$ cat src/rtl/pong_pkg.sv
// Shared definitions for the Pong push-button conditioning path.
package pong_pkg;

  typedef enum logic [2:0] {
    WAIT_REL  = 3'd0,
    IDLE      = 3'd1,
    PRESS_CHK = 3'd2,
    HELD      = 3'd3,
    REL_CHK   = 3'd4
  } chan_state_t;

  localparam int DEB_CYCLES_DEFAULT = 1000000;

endpackage

$ cat src/rtl/input_debounce.sv
// One button channel: 2-FF synchronizer, debounce FSM and a registered
// single-cycle fire output on each accepted press.
module input_debounce
  import pong_pkg::*;
#(
  parameter int DEB_CYCLES = DEB_CYCLES_DEFAULT
) (
  input  logic Clk,
  input  logic Rst,
  input  logic raw,
  output logic fire
);

  localparam int CNT_W = $clog2(DEB_CYCLES + 1);
  localparam logic [CNT_W-1:0] CNT_LAST = CNT_W'(DEB_CYCLES);
  localparam logic [CNT_W-1:0] CNT_ONE  = CNT_W'(1);

  logic             sync_a;
  logic             s;
  chan_state_t      state;
  logic [CNT_W-1:0] cnt;
  logic [CNT_W-1:0] cnt_inc;
  logic             cnt_done;

  assign cnt_inc  = cnt + CNT_ONE;
  assign cnt_done = (cnt_inc == CNT_LAST);

  always_ff @(posedge Clk or negedge Rst) begin
    if (!Rst) begin
      sync_a <= 1'b0;
      s      <= 1'b0;
    end else begin
      sync_a <= raw;
      s      <= sync_a;
    end
  end

  // WAIT_REL after reset forces a button held through reset to be released first.
  always_ff @(posedge Clk or negedge Rst) begin
    if (!Rst) begin
      state <= WAIT_REL;
      cnt   <= '0;
      fire  <= 1'b0;
    end else begin
      fire <= 1'b0;
      case (state)
        WAIT_REL: begin
          if (s) begin
            cnt <= '0;
          end else if (cnt_done) begin
            state <= IDLE;
            cnt   <= '0;
          end else begin
            cnt <= cnt_inc;
          end
        end
        IDLE: begin
          if (s) begin
            if (DEB_CYCLES == 1) begin
              state <= HELD;
              cnt   <= '0;
              fire  <= 1'b1;
            end else begin
              state <= PRESS_CHK;
              cnt   <= CNT_ONE;
            end
          end else begin
            cnt <= '0;
          end
        end
        PRESS_CHK: begin
          if (!s) begin
            state <= IDLE;
            cnt   <= '0;
          end else if (cnt_done) begin
            state <= HELD;
            cnt   <= '0;
            fire  <= 1'b1;
          end else begin
            cnt <= cnt_inc;
          end
        end
        HELD: begin
          if (!s) begin
            if (DEB_CYCLES == 1) begin
              state <= IDLE;
              cnt   <= '0;
            end else begin
              state <= REL_CHK;
              cnt   <= CNT_ONE;
            end
          end
        end
        REL_CHK: begin
          if (s) begin
            state <= HELD;
            cnt   <= '0;
          end else if (cnt_done) begin
            state <= IDLE;
            cnt   <= '0;
          end else begin
            cnt <= cnt_inc;
          end
        end
        default: begin
          state <= WAIT_REL;
          cnt   <= '0;
        end
      endcase
    end
  end

endmodule

$ cat src/rtl/pong_input_conditioner.sv
// Conditions the serve (b) and paddle (p) buttons into one pulse per press,
// with a lockout window that swallows paddle presses shortly after a hit.
module pong_input_conditioner
  import pong_pkg::*;
#(
  parameter int DEB_CYCLES  = DEB_CYCLES_DEFAULT,
  parameter int LOCK_CYCLES = 0
) (
  input  logic Clk,
  input  logic Rst,
  input  logic b_raw,
  input  logic p_raw,
  output logic b_pulse,
  output logic p_pulse,
  output logic p_locked
);

  localparam int LOCK_W = $clog2(LOCK_CYCLES + 2);
  localparam logic LOCK_EN = (LOCK_CYCLES > 0);
  localparam logic [LOCK_W-1:0] LOCK_RELOAD = (LOCK_CYCLES > 0) ? LOCK_W'(LOCK_CYCLES - 1) : '0;
  localparam logic [LOCK_W-1:0] LOCK_ONE = LOCK_W'(1);

  logic              b_fire;
  logic              p_fire;
  logic [LOCK_W-1:0] lock_cnt;
  logic              was_locked;

  input_debounce #(.DEB_CYCLES(DEB_CYCLES)) u_b_chan (
    .Clk  (Clk),
    .Rst  (Rst),
    .raw  (b_raw),
    .fire (b_fire)
  );

  input_debounce #(.DEB_CYCLES(DEB_CYCLES)) u_p_chan (
    .Clk  (Clk),
    .Rst  (Rst),
    .raw  (p_raw),
    .fire (p_fire)
  );

  // The lockout counter logically holds LOCK_CYCLES during the pulse cycle;
  // the register stores one less and the pulse itself supplies that cycle.
  assign b_pulse  = b_fire;
  assign p_pulse  = p_fire & ~was_locked;
  assign p_locked = (lock_cnt != '0) | (p_pulse & LOCK_EN);

  always_ff @(posedge Clk or negedge Rst) begin
    if (!Rst) begin
      lock_cnt   <= '0;
      was_locked <= 1'b0;
    end else begin
      was_locked <= p_locked;
      if (p_pulse && LOCK_EN) begin
        lock_cnt <= LOCK_RELOAD;
      end else if (lock_cnt != '0) begin
        lock_cnt <= lock_cnt - LOCK_ONE;
      end
    end
  end

endmodule

$ cat config.mk
export PLATFORM = sky130hd
export DESIGN_NAME = pong_input_conditioner
export DESIGN_NICKNAME = d
export VERILOG_FILES = /design/src/rtl/pong_pkg.sv /design/src/rtl/input_debounce.sv /design/src/rtl/pong_input_conditioner.sv
export SDC_FILE = /design/constraint.sdc
export NUM_CORES = 1
export LEC_CHECK = 0
export CORE_ASPECT_RATIO = 0.8
export CORE_MARGIN = 4
export CORE_UTILIZATION = 55
export CTS_CLUSTER_SIZE = 25
export DETAILED_ROUTE_END_ITERATION = 8
export PLACE_DENSITY = 0.75
export SYNTH_ARGS = -nofsm -noshare
export SYNTH_HDL_FRONTEND = slang
export SYNTH_SLANG_ARGS = --single-unit
$ cat constraint.sdc
create_clock -name Clk -period 2.6 [get_ports Clk]
set_input_delay 0.52 -clock Clk [delete_from_list [all_inputs] [get_ports Clk]]
set_output_delay 0.52 -clock Clk [all_outputs]
set_load 0.02 [all_outputs]
==> run metrics <==
diodes inserted 0; syn avg cell area 8.35 um^2; Layout fillers 453; P&R area growth vs syn 25.6%; clock buffer depth 2; Top Ports 7; FP Rows 25; area share of the largest cell type after synthesis 0.374; crit path kind flop to flop; PortBufs 5; Worst path max stage delay 440 ps; total CTS buffers 5; Detail Placement HPWL 6.82 mm; Finished Cell Area 4380 um^2; status complete, but fails checks; Leak 1.82 nW; Yosys warnings 0; CP delay by family, top simple AND/OR/NAND/NOR gates; Iter 0 DRT Violations 259; layout cells sized above 1 0.286; CP max stage cell or4_4; HP Class input pin to asynchronous set/reset pin; Post-Route Utilization 0.725; unrepaired setup endpoints after global routing true; ys async rst share 1.00; core region area 6040 um^2; Final Max Slew Viols 0; crit share post-route 1.02; worst relative slew slack 0.519; router iterations before antenna repair 5; placed cell areas 4000 um^2; CTS H-tree lvls 2; die width 97.0 um; CTS sink cnt 52; first-pass GRT wire length 15.7 mm; Routed Antenna Nets 0; synth unique cells 67; top post-synthesis cells by area dfrtp_1, nand2_1, o21ai_0; max-cap violations 0; total power 1.90 mW; minimum clock period 2640 ps; worst-path fanout max 7; remaining routing DRC violations 0; Max VDD drop 0.458 mV; Post-Syn Area 3480 um^2; Yosys top cell by area dfrtp_1; syn nets 424; multi-input logic area 2190 um^2; FMAX 379 MHz; final setup violation count 6; root buffer cell clkbuf_8; Total Wirelength 9.66 mm; Clk Latency, worst-skew pair 320 ps; initial core utilization 0.577; total die area 7680 um^2; CP cell instances ha_2 -> nand4_1 -> or4_4 -> xor2_1 -> or4_4 -> nor4_4 -> a21o_2 -> buf_4 -> a21oi_2 -> a21o_1; r2r setup slk -40 ps; FF/Latch Area 1310 um^2; CTS clk-pin slew, worst paths 110 ps; worst slew pin tran 722 ps; TritonCTS clock tree yes; Final Skew 13.5 ps; Synth Flop Type dfrtp_1; failing checks setup timing; Seq/Total Area, Yosys 0.374; initial antenna violation count 0; detail-routed net length per standard cell 17.3 um; Post-synth EDFFs 0; placed cells 540; flops & latches, synth 52; cells after synthesis 417; gr usage total 0.251; largest net degree at the start of global routing 53; Final Hold Viols 0; Die Ht 79.2 um; vias per cell 6.30; grt ovf 0; Buf/Inv on CP 1; placer congestion estimate 0.955; CTS Hold Buffers Added 0; setup ws final -41.3 ps; critical path capture point type flop; vias in the first global route 3204; Power Dens Cells 434 nW/um^2; WP data required 2810 ps; critical path arrival 2850 ps; critical path launch point type flop; DR vias 3527; Non-Filler Instances 560; Final nets 485; CP most frequent cell or4_4
cell usage after synthesis, drive strengths merged, types with 2 or more instances:
cell	instances
a211o	3
a211oi	4
a21o	7
a21oi	19
a31oi	6
and2	8
and3	6
and4	6
buf	14
clkbuf	17
dfrtp	52
ha	3
inv	6
mux2	2
mux2i	6
nand2	47
nand2b	8
nand3	20
nand4	14
nor2	22
nor3	26
nor3b	4
nor4	13
nor4b	4
nor4bb	2
o211ai	2
o21ai	29
o21bai	3
o22ai	5
o311ai	2
o31ai	7
o41ai	2
or2	4
or3	10
or4	6
xnor2	4
xor2	4
cells by family after synthesis:
kind of cell | synth area share
flip-flops | 0.374
AO/OA/AOI/OAI | 0.195
XOR/XNOR | 0.0201
adder cells (fa/ha/maj) | 0.0108
buffers and inverters | 0.0478
AND/OR/NAND/NOR | 0.328
multiplexers | 0.0237
other | 0.00108
metrics by stage:
stage	setup WS, ps	hold slack, ps	setup TNS (ps)
final	-41.3	310	-158
after global routing	-141	371	-1550
after CTS	1.56	342	0
after detailed placement	-145	341	-1610
after global placement	-110	334	-608
after floorplan	-8.86	224	-15.9
where the power goes:
part	switching, mW	internal, mW	leakage [nW]
clock network	0.302	0.197	0.0452
registers	0.0638	0.849	0.700
logic	0.259	0.229	1.08
what timing repair did:
action	CTS	global route
setup buffers	8	4
endpoints found under the setup margin	25	38
resized for setup	11	30
gates cloned	0	0
pin swaps	2	12
layer usage:
layer,global-route usage,share of wire
met1,0.402,0.51
met2,0.342,0.41
met3,0.0457,0.075
met4,0.0617,0.0098
met5,0,0
flip-flops by register name, summed over array words and instances, names as in the netlist:
signal	flops
u_p_chan.cnt	20
u_b_chan.cnt	20
u_p_chan.sync_a	1
u_p_chan.s	1
u_p_chan.fire	1
u_b_chan.s	1
u_p_chan.state	3
u_b_chan.state	3
u_b_chan.sync_a	1
u_b_chan.fire	1
cell type report:
cell class,count,area share
multi-input combinational,328,0.501
tap,81,0.0232
sequential,52,0.299
clock buffer,5,0.0157
timing repair buffer,85,0.150
clock inverter,3,0.00572
inverter,6,0.00515
placed cells by master (no fill, tap or decap), types with 8 or more instances in the layout:
cell type | Yosys | routed
nand3_1 | 19 | 17
nor2_1 | 22 | 21
and2_1 | 8 | 8
nor3_1 | 26 | 24
a21oi_1 | 18 | 18
nand2_1 | 47 | 46
nand4_1 | 13 | 13
dfrtp_1 | 52 | 46
buf_4 | 1 | 77
o21ai_0 | 29 | 28
or3_1 | 10 | 10
path summary, 6_finish.rpt:
check                                     start          endpoint  cells after the start
worst min-delay path                        Rst  u_p_chan.cnt[17]                      2
worst max-delay path            u_b_chan.cnt[1]  u_b_chan.cnt[16]                     10
worst min register to register  u_b_chan.sync_a        u_b_chan.s                      0
min in group Clk                u_b_chan.sync_a        u_b_chan.s                      0
max in group asynchronous                   Rst  u_b_chan.cnt[11]                      2
worst max register to register  u_b_chan.cnt[1]  u_b_chan.cnt[16]                     10
(Power assumes the default switching activity.)
